## config.mk

```make
export PLATFORM = sky130hd
export DESIGN_NAME = reset_sequencer
export DESIGN_NICKNAME = d
export VERILOG_FILES = /design/src/rtl/reset_sequencer.sv
export SDC_FILE = /design/constraint.sdc
export NUM_CORES = 1
export LEC_CHECK = 0
export CORE_ASPECT_RATIO = 0.9
export CORE_MARGIN = 3
export CORE_UTILIZATION = 45
export CTS_CLUSTER_DIAMETER = 30
export CTS_CLUSTER_SIZE = 24
export DETAILED_ROUTE_END_ITERATION = 10
export PLACE_DENSITY = 0.65
export SYNTH_ARGS = -nofsm -noshare
export SYNTH_HDL_FRONTEND = slang
export SYNTH_SLANG_ARGS = --single-unit
```

## constraint.sdc

```tcl
create_clock -name i_clk -period 4.7 [get_ports i_clk]
set_input_delay 1.175 -clock i_clk [delete_from_list [all_inputs] [get_ports i_clk]]
set_output_delay 1.175 -clock i_clk [all_outputs]
set_load 0.03 [all_outputs]
```

## src/rtl/reset_sequencer.sv

```systemverilog
// reset_sequencer: async-assert / sync-release reset generator with staggered domain release and software partial reset
module reset_sequencer #(
    parameter int SYNC_STAGES = 2,
    parameter int HOLD_CYCLES = 16,
    parameter int N_DOMAINS   = 4,
    parameter int STAGGER     = 4,
    parameter int SW_PULSE    = 8
) (
    input  logic                 i_clk,
    input  logic                 i_rst_n,
    input  logic                 i_sw_rst,
    input  logic [N_DOMAINS-1:0] i_sw_mask,
    output logic [N_DOMAINS-1:0] o_rst_n,
    output logic                 o_rst_ah,
    output logic                 o_ready
);
    localparam int MAX_A = HOLD_CYCLES > STAGGER ? HOLD_CYCLES : STAGGER;
    localparam int MAX_C = MAX_A > SW_PULSE ? MAX_A : SW_PULSE;
    localparam int CW    = $clog2(MAX_C) + 1;
    localparam int IW    = $clog2(N_DOMAINS) + 1;

    typedef enum logic [2:0] {RESET, HOLD, RELEASE, RUN, SWRST} state_t;

    state_t                 r_state;
    logic [SYNC_STAGES-1:0] r_sync;
    logic [CW-1:0]          r_cnt;
    logic [IW-1:0]          r_idx;
    logic [N_DOMAINS-1:0]   r_mask;
    logic                   w_cnt_zero;
    logic [N_DOMAINS-1:0]   w_idx_bit;

    assign w_cnt_zero = r_cnt == '0;
    assign w_idx_bit  = N_DOMAINS'(1) << r_idx;
    assign o_rst_ah   = ~o_rst_n[0];

    // Deassertion synchroniser: clears instantly on raw reset, fills with ones afterwards
    always_ff @(posedge i_clk or negedge i_rst_n) begin
        if (!i_rst_n) r_sync <= '0;
        else          r_sync <= {r_sync[SYNC_STAGES-2:0], 1'b1};
    end

    // Sequencing FSM: hold, staggered release, then run with optional masked software pulses
    always_ff @(posedge i_clk or negedge i_rst_n) begin
        if (!i_rst_n) begin
            r_state <= RESET;
            r_cnt   <= '0;
            r_idx   <= '0;
            r_mask  <= '0;
            o_rst_n <= '0;
            o_ready <= 1'b0;
        end else begin
            case (r_state)
                RESET: begin
                    if (r_sync[SYNC_STAGES-1]) begin
                        r_state <= HOLD;
                        r_cnt   <= CW'(HOLD_CYCLES - 1);
                    end
                end
                HOLD: begin
                    if (w_cnt_zero) begin
                        o_rst_n[0] <= 1'b1;
                        if (N_DOMAINS == 1) begin
                            o_ready <= 1'b1;
                            r_state <= RUN;
                        end else begin
                            r_state <= RELEASE;
                            r_cnt   <= CW'(STAGGER - 1);
                            r_idx   <= IW'(1);
                        end
                    end else begin
                        r_cnt <= r_cnt - CW'(1);
                    end
                end
                RELEASE: begin
                    if (w_cnt_zero) begin
                        o_rst_n <= o_rst_n | w_idx_bit;
                        if (r_idx == IW'(N_DOMAINS - 1)) begin
                            o_ready <= 1'b1;
                            r_state <= RUN;
                        end else begin
                            r_idx <= r_idx + IW'(1);
                            r_cnt <= CW'(STAGGER - 1);
                        end
                    end else begin
                        r_cnt <= r_cnt - CW'(1);
                    end
                end
                RUN: begin
                    if (i_sw_rst && |i_sw_mask) begin
                        r_mask  <= i_sw_mask;
                        o_rst_n <= o_rst_n & ~i_sw_mask;
                        o_ready <= 1'b0;
                        r_cnt   <= CW'(SW_PULSE - 1);
                        r_state <= SWRST;
                    end
                end
                SWRST: begin
                    if (w_cnt_zero) begin
                        o_rst_n <= o_rst_n | r_mask;
                        o_ready <= 1'b1;
                        r_state <= RUN;
                    end else begin
                        r_cnt <= r_cnt - CW'(1);
                    end
                end
                default: r_state <= RESET;
            endcase
        end
    end
endmodule

```

# Yosys cells after proc, flatten, opt, wreduce, memory -nomap -nowiden
# Cells that the tools add are included.
[totals]
ram_bits = 0
latch_bits = 0
n_memories = 0
out_inout_bits = 6
mem_bits_ro = 0
regBits = 22
inputBits = 7
[classes]
n_div = 0
bitwise = 5
shift = 1
n_mux = 28
order_cmp = 0
add_sub_neg = 2
eq_ne = 14
multipliers = 0
n_reduce_logical = 15
[ops]
columns = ["op", "n"]
rows = [
  ["5-bit 2-to-1 mux", 6],
  ["3-bit 2-to-1 mux", 9],
  ["5-bit case mux with 5 select lines", 1],
  ["2-bit != test (second input constant)", 8],
  ["3-bit case mux with 5 select lines", 1],
  ["5-bit AND reduction", 3],
  ["4-bit 2-to-1 mux", 3],
  ["3-bit by 2-bit == test with 1-bit output (second input constant)", 3],
  ["3-bit case mux with 3 select lines", 1],
  ["4-bit bitwise OR", 2],
  ["4-bit AND reduction", 2],
  ["3-bit case mux with 2 select lines", 1],
  ["6-bit AND reduction", 1],
  ["5-bit logical NOT", 1],
  ["5-bit nonzero test", 1],
  ["5-bit by 1-bit subtractor with 5-bit output (second input constant)", 1],
  ["4-bit bitwise AND", 1],
  ["1-bit 2-to-1 mux", 4],
  ["4-bit NOT", 1],
  ["1-bit case mux with 4 select lines", 1],
  ["4-bit nonzero test", 1],
  ["4-bit OR reduction", 1],
  ["1-bit by 3-bit << shifter with 4-bit output (first input constant)", 1],
  ["3-bit by 1-bit adder with 3-bit output (second input constant)", 1],
  ["other kinds (10)", 10],
]

# Depth between registers and ports, before layout
# Gate-level depths: netlist (run 1).
[logic_depth]
depth_word = 4
mapped_depth = 8
depth_no_buf = 6

# Worst setup path after synthesis (run 1)
# OpenSTA, ideal clock, no wires.
[synth_path]
path_type = "input port to flip-flop"
from = "input i_sw_mask[1]"
to = "register r_cnt[2]"
t_arrival_ns = 2.371
path_buffers = 1
setup_time_ns = 0.128
slack_ns = 2.201
cell_stages = 5
path_cell_list = "o41ai_2 > and3_1 > or3_1 > buf_4 > mux2_1"
[synth_between]
elab_chain_cells = 4
[synth_lines]
columns = ["element", "line", "rtl"]
rows = [
  ["start, declared", "12", "input logic [N_DOMAINS-1:0] i_sw_mask,"],
  ["4-bit OR reduction", "89", "if (i_sw_rst && |i_sw_mask) begin"],
  ["1-bit logical AND", "89", ""],
  ["2-bit != test (no source line)", "-", ""],
  ["5-bit AND reduction (no source line)", "-", ""],
  ["end signal, assigned", "85", "r_cnt <= r_cnt - CW'(1);"],
  ["end signal, assigned", "93", "r_cnt <= CW'(SW_PULSE - 1);"],
  ["end signal, assigned", "103", "r_cnt <= r_cnt - CW'(1);"],
  ["end, declared", "26", "logic [CW-1:0] r_cnt;"],
]
# No other way between the ends.
# A chain may end at the register's enable or synchronous reset.

# Final worst setup path (run 1)
[layout_path]
from = "input i_sw_mask[1]"
to = "register o_rst_n[3]"
[layout_between]
elab_chain_cells = 4
[layout_lines]
columns = ["element", "line", "rtl"]
rows = [
  ["4-bit OR reduction", "89", ""],
  ["1-bit logical AND", "89", ""],
  ["2-bit != test (no source line)", "-", ""],
  ["4-bit AND reduction (no source line)", "-", ""],
  ["end signal, assigned", "76", "o_rst_n <= o_rst_n | w_idx_bit;"],
  ["end signal, assigned", "91", "o_rst_n <= o_rst_n & ~i_sw_mask;"],
  ["end signal, assigned", "99", "o_rst_n <= o_rst_n | r_mask;"],
  ["end, declared", "13", "output logic [N_DOMAINS-1:0] o_rst_n,"],
]
# No other way between the ends.

==> results of run 1 <==
-- sequential cells by signal, indices dropped and copies added (netlist names) --
| signal | count |
|---|---|
| r_mask | 4 |
| o_rst_n | 4 |
| r_idx | 3 |
| r_state | 3 |
| r_cnt | 5 |
| r_sync | 2 |
| o_ready | 1 |
-- metrics by stage --
stage	cell area (um^2)	cells	total power, mW
2_1_floorplan	1389	148	0.6179
3_3_place_gp	1515	191	0.7069
3_5_place_dp	1515	191	0.7148
4_1_cts	1568	195	0.8632
5_1_grt	1568	195	0.9394
6_report	1568	195	0.8577
-- layout make-up --
class | instances | area, um^2
Fill cell | 273 | 1270
Sequential cell | 22 | 550.5
Multi-Input combinational cell | 103 | 742.0
Timing Repair Buffer | 12 | 120.1
Inverter | 14 | 52.55
Clock inverter | 1 | 30.03
Clock buffer | 3 | 22.52
Tap cell | 40 | 50.05
-- cell usage after synthesis, types with 2 or more instances --
master / count
dfrtp_1: 22
inv_1: 14
nor2_1: 12
nand2_1: 9
ha_1: 7
o22ai_1: 6
a21oi_1: 5
buf_2: 5
o21ai_0: 5
a22o_1: 4
nor2b_1: 4
clkbuf_1: 3
mux2_1: 3
o211ai_1: 3
or3_1: 3
or4_1: 3
a2111oi_0: 2
a21o_1: 2
mux2i_1: 2
nand2b_1: 2
nor3_1: 2
o21a_1: 2
o31ai_1: 2
or3b_1: 2
-- cells by family after synthesis --
family / after synthesis
multiplexers: 6
XOR/XNOR: 2
flip-flops: 22
other: 1
buffers and inverters: 23
AO/OA/AOI/OAI: 41
adder cells (fa/ha/maj): 7
AND/OR/NAND/NOR: 46
-- where the power goes --
| group | switching, mW | leakage [nW] | internal [mW] |
|---|---|---|---|
| clock network | 0.0618 | 0.0279 | 0.0863 |
| registers | 0.0850 | 0.270 | 0.252 |
| logic | 0.197 | 0.372 | 0.176 |
-- layout by cell type (no fill, tap or decap), types with 2 or more instances in the layout --
cell type         n
nor2_1           12
mux2_1            3
o22ai_1           6
dfrtp_1          22
inv_1            14
nor2b_1           4
o21ai_0           5
ha_1              7
mux2i_1           2
nand2_1           9
or4_1             3
a22o_1            4
a2111oi_0         2
nor3_1            2
a21o_1            2
o211ai_1          3
clkbuf_4          3
o31ai_1           2
nand2b_1          2
or3_1             3
o21a_1            2
clkdlybuf4s50_1  12
a21oi_1           5
or3b_1            2
-- worst max path at each step --
stage | slack, ns | end | from
floorplan | 2.20 | r_cnt[2]$_DFFE_PN0P_ | i_sw_mask[1]
CTS | 1.87 | o_rst_n[3]$_DFFE_PN0P_ | i_sw_mask[1]
detailed placement | 1.51 | o_rst_n[3]$_DFFE_PN0P_ | i_sw_mask[1]
global route | 1.82 | o_rst_n[3]$_DFFE_PN0P_ | i_sw_mask[1]
global placement | 1.59 | o_rst_n[3]$_DFFE_PN0P_ | i_sw_mask[1]
finish | 1.81 | o_rst_n[3]$_DFFE_PN0P_ | i_sw_mask[1]
-- routing by layer --
layer / up-vias / track usage, % / wire length, um
li1: 547 / - / -
met1: 520 / 24.00 / 1479
met2: 18 / 27.35 / 1301
met3: 2 / 4.198 / 92
met4: 0 / 3.313 / 14
met5: - / 0 / 0
==> metrics, run 1 <==
status complete, no violations; gpl congestion between 0.7 and 0.8; worst reg2reg path depth 6; gr ovfl total 0; HP Start r_sync[0]$_DFF_PN0_; PortBufs 12; detailed placer's ending HPWL 2162 um; Worst-Skew Late Latency 0.31 ns; Routed Antenna Nets 0; drt first-iter violations 46; worst r2r src r_cnt[0]$_DFFE_PN0P_; Post-Synth Adder-Cell Area between 6 and 7%; Primary FF master, synth dfrtp_1; crit start category primary input; Setup Fix Bufs, Post-CTS 0; syn nets 162; CTS Buf Count 3; worst-path fanout max 10; Tightest Pin Transition approximately 0.98 ns; fin. max-slew vios 0; Synth Warn # 0; layout cells sized above 1 6.452%; CTS Hold Bufs 0; Synth Area in Simple Gates between 10% and 20%; setup TNS 0 ns; number of synthesized flops with an enable pin 0; detailed-router iteration count before antenna repair 4; ys async rst share between 90% and 100%; CP arrival 3.10 ns; CTS tree yes; power per cell area between 500 and 600 mW/mm^2; r2r setup slk approximately 2.4 ns; Post-Synth XOR/XNOR Area 1.261%; gr usage total 17.14%; Setup Crit Path Kind primary input to flop; FF-to-FF End r_cnt[0]$_DFFE_PN0P_; first-pass GRT wire length 5009 um; Yosys cell types between 40 and 50; fmax about 350 MHz; # DRC 0; post-cts repair resize count 0; Final Setup Violations 0; Worst EP required 4.92 ns; synthesized cell area 0.001389 mm^2; CP cell instances clkdlybuf4s50_1 > o41ai_2 > nor3_2 > or3_1 > a22o_1; Area contributors post-synth dfrtp_1 (40%), ha_1 (6.3%), inv_1 (3.8%); Final Hold Slack 0.3688 ns; wire length per cell 14.81 um; DIE AREA 0.003790 mm^2; largest family of logic cells by synthesized area compound AO/OA/AOI/OAI gates; area leader, netlist dfrtp_1; WL final a little under 3000 um; Via density between 5 and 6; Clock Pin Slew Worst Setup and Hold Paths 0.13 ns; crit path time final 2.888 ns; Starting Density 48.94%; crit share post-route 61.44%; Max VDD drop 0.2468 mV; overall die width roughly 65 um; Hold Path Sink r_sync[1]$_DFF_PN0_; Layout Utilization 55.25%; CTS Root Cell clkbuf_4; RSZ-0062 raised after global routing no; final worst slack approximately 1.8 ns; Max stage delay on crit path 0.57 ns; Core Area 0.002838 mm^2; Slew headroom 34.61%; clock buffer depth 2; I/O pin cnt 13; syn avg cell area approximately 9.4 um^2; CTS H-tree depth 1; post-synthesis mux area share ~4.7%; CP max stage cell o41ai_2; #FFs+latches synth 22; Total Nets Final 170; Die Ht 58.71 um; WP depth 5; synth-to-layout area growth 12.88%; cell family with most CP delay compound AO/OA/AOI/OAI gates; initial antenna violation count 0; Via Count about 1,100; diode count 0; # clock sinks 22; worst hold path class flop to flop; pre-CTS WS 1.513 ns; top-area cell type share of the netlist area 39.64%; Final Hold Fails 0; static leakage 0.6698 nW; CP Buf/Inv Count 1; MaxCap Viol Count 0; critical path endpoint category flop; floorplan row count 18; sequential area share after synthesis 39.64%; Clock Skew 0.003016 ns; Post-Synthesis Cells 148; vias in the first global route ~1,100; Synth Area in Compound Gates between 20% and 30%; Hold Crit Depth 0; largest net degree at the start of global routing 23
No activity file was read; power rests on OpenSTA's default activity.
==> inputs of run 2 (changes only) <==
==> constraint.sdc (replaced) <==
create_clock -name i_clk -period 2.7 [get_ports i_clk]
set_input_delay 0.675 -clock i_clk [delete_from_list [all_inputs] [get_ports i_clk]]
set_output_delay 0.675 -clock i_clk [all_outputs]
set_load 0.03 [all_outputs]
==> run 2 against run 1 <==
  * Clock-buffer cell count did not move
  * Register-to-register slack worse by 2.0 ns
  * Setup slack lost 1.5 ns
  * Die area unchanged
  * Sequential share of layout area is 0.50 points lower
  * Flip-flop and latch count unchanged
  * Worst hold slack got worse by 0.0053 ns
  * Wire length up 2.1%
  * Largest cell class unchanged
  * Via count up 3.4%
==> metrics, run 2 (synthesis results as in run 1) <==
I/O pin cnt 13 (unchanged); CTS Root Cell clkbuf_4 (unchanged); met3 GRT Util 3.053% (was 4.198%); Worst EP required 2.89 ns (was 4.92 ns); Clock Skew 0.01658 ns (was 0.003016 ns); most frequent cells in the layout dfrtp_1 (22), inv_1 (14), nor2_1 (12), clkdlybuf4s50_1 (12), nand2_1 (9) (unchanged); post-cts repair resize count 0 (unchanged); CTS tree yes (unchanged); Final Setup Violations 0 (unchanged); status complete, no violations (unchanged); FF-to-FF End r_cnt[0]$_DFFE_PN0P_ (unchanged); diode count 0 (unchanged); crit start category flop (was primary input); fmax 426.1 MHz; met2 Resource Use GR 29.56% (was 27.35%); crit path time final 2.347 ns; static leakage 0.6854 nW (was 0.6698 nW); Largest regs r_cnt: 5 flops, o_rst_n: 4 flops, r_mask: 4 flops (unchanged); Final Hold Fails 0 (unchanged); CTS Buf Count 3 (unchanged); Routed Antenna Nets 0 (unchanged); gpl congestion 0.7667 (was 0.7662); Max VDD drop 0.4852 mV (was 0.2468 mV); r2r setup slk 0.35 ns (was 2.39 ns); Setup Crit Path Kind flop to flop (was primary input to flop); overall die width 64.56 um (unchanged); # clock sinks 22 (unchanged); CP Launch Point r_cnt[0]$_DFFE_PN0P_ (was i_sw_mask[1]); MaxCap Viol Count 0 (unchanged); Setup Fix Bufs, Post-CTS 0 (unchanged); fin. max-slew vios 0 (unchanged); setup TNS 0 ns (unchanged); vias in the first global route 1,151 (was 1,067); layout cells sized above 1 8.228% (was 6.452%); worst-path fanout max 10 (unchanged); Via density 5.677 (was 5.574); number of flip-flops in the largest register 5 (unchanged); CTS Hold Bufs 0 (unchanged); Tightest Pin Transition 0.5730 ns (was 0.9778 ns); first-pass GRT wire length 5168 um (was 5009 um); gr ovfl total 0 (unchanged); Clock Pin Slew Worst Setup and Hold Paths 0.12 ns (was 0.13 ns); WL final 2948 um (was 2887 um); worst reg2reg path depth 6 (unchanged); Starting Density 48.94% (unchanged); final worst slack 0.3533 ns (was 1.812 ns); initial antenna violation count 0 (unchanged); RSZ-0062 raised after global routing no (unchanged); crit share post-route 86.92%; detailed placer's ending HPWL 2196 um (was 2162 um); floorplan row count 18 (unchanged); pre-CTS WS 0.09499 ns (was 1.513 ns); CP arrival 2.54 ns (was 3.10 ns); clock buffer depth 2 (unchanged); PortBufs 12 (unchanged); Die Ht 58.71 um (unchanged); Worst-Skew Late Latency 0.32 ns (was 0.31 ns); gr busiest metal met2 (unchanged); largest net degree at the start of global routing 23 (unchanged); Total Nets Final 173 (was 170); commonest non-fill, non-tap cell in the layout dfrtp_1 (unchanged); detailed-router iteration count before antenna repair 4 (unchanged); Overall Power 1.517 mW (was 857.7 uW); power per cell area 954.0 mW/mm^2 (was 547.1 mW/mm^2); wire length per cell 14.89 um (was 14.81 um); Core Area 0.002838 mm^2 (unchanged); Via Count 1,124 (was 1,087); # DRC 0 (unchanged); CTS H-tree depth 1 (unchanged); synth-to-layout area growth 14.50% (was 12.88%); drt first-iter violations 45 (was 46); DIE AREA 0.003790 mm^2 (unchanged); grt met1 use 22.66% (was 24.00%); Multi-input gate area 742.0 um^2 (unchanged); Reg area 550.5 um^2 (unchanged); worst r2r src r_cnt[0]$_DFFE_PN0P_ (unchanged); fill count 263 (was 273); Largest Register r_cnt (unchanged); gr usage total 17.50% (was 17.14%); Slew headroom 61.47% (was 34.61%); Layout Utilization 56.04% (was 55.25%); critical path endpoint category flop (unchanged); crit path capture r_cnt[0]$_DFFE_PN0P_ (was o_rst_n[3]$_DFFE_PN0P_); worst hold path class flop to flop (unchanged)
-- run 2: cell types whose count changed in the layout (fill, tap and decap cells not counted), sizes merged --
cell / before / now
buf: 0 / 3
-- run 2: worst min-delay path by stage --
stage | end | cells past startpoint | start
finish | r_sync[1]$_DFF_PN0_ | 0 | r_sync[0]$_DFF_PN0_
global route | r_sync[1]$_DFF_PN0_ | 0 | r_sync[0]$_DFF_PN0_
CTS | r_sync[1]$_DFF_PN0_ | 0 | r_sync[0]$_DFF_PN0_
detailed placement | r_sync[1]$_DFF_PN0_ | 0 | r_sync[0]$_DFF_PN0_
global placement | r_sync[1]$_DFF_PN0_ | 0 | r_sync[0]$_DFF_PN0_
floorplan | r_sync[1]$_DFF_PN0_ | 0 | r_sync[0]$_DFF_PN0_
-- run 2: area by class of cell --
type	count	area share, %
Clock buffer	3	1.416
Sequential cell	22	34.62
Inverter	14	3.304
Tap cell	40	3.147
Timing Repair Buffer	15	8.969
Clock inverter	1	1.888
Multi-Input combinational cell	103	46.66
-- run 2: per-layer routing --
| layer | part of all wire, % | vias up |
|---|---|---|
| li1 | - | 548 |
| met1 | 47 | 547 |
| met2 | 48 | 25 |
| met3 | 3.9 | 4 |
| met4 | 0.88 | 0 |
| met5 | 0 | - |
-- run 2: where the power goes --
part	switching (mW)	internal, mW	total (mW)
combinational	0.358	0.314	0.672
clock	0.107	0.150	0.257
sequential	0.150	0.438	0.588
-- run 2: critical path: stages, from the launching register on --
cell	delay, ns
dfrtp_1	0.44
inv_1	0.10
ha_1	0.15
or4b_1	0.65
a211oi_4	0.28
or3_1	0.25
mux2_1	0.36
-- run 2: metrics by stage --
stage	instance area [um^2]	std cells	hold WS, ns
after global routing	1590	198	0.3719
after global placement	1538	194	0.3345
after detailed placement	1538	194	0.3379
final	1590	198	0.3635
after floorplan	1389	148	0.3312
after CTS	1590	198	0.3669
==> inputs of run 3 (changes only) <==
--- a/config.mk
+++ b/config.mk
@@ -11,6 +11,7 @@
 export CTS_CLUSTER_DIAMETER = 30
 export CTS_CLUSTER_SIZE = 24
 export DETAILED_ROUTE_END_ITERATION = 10
+export MAX_ROUTING_LAYER = met4
 export PLACE_DENSITY = 0.65
 export SYNTH_ARGS = -nofsm -noshare
 export SYNTH_HDL_FRONTEND = slang
==> results of run 3 <==
Final layout, timing and power as in run 2 (identical DEF).
Among the figures that moved: final weighted congestion in routability-driven placement 0.7667 -> 0.7769; overall routing resource usage 17.50% -> 18.03%
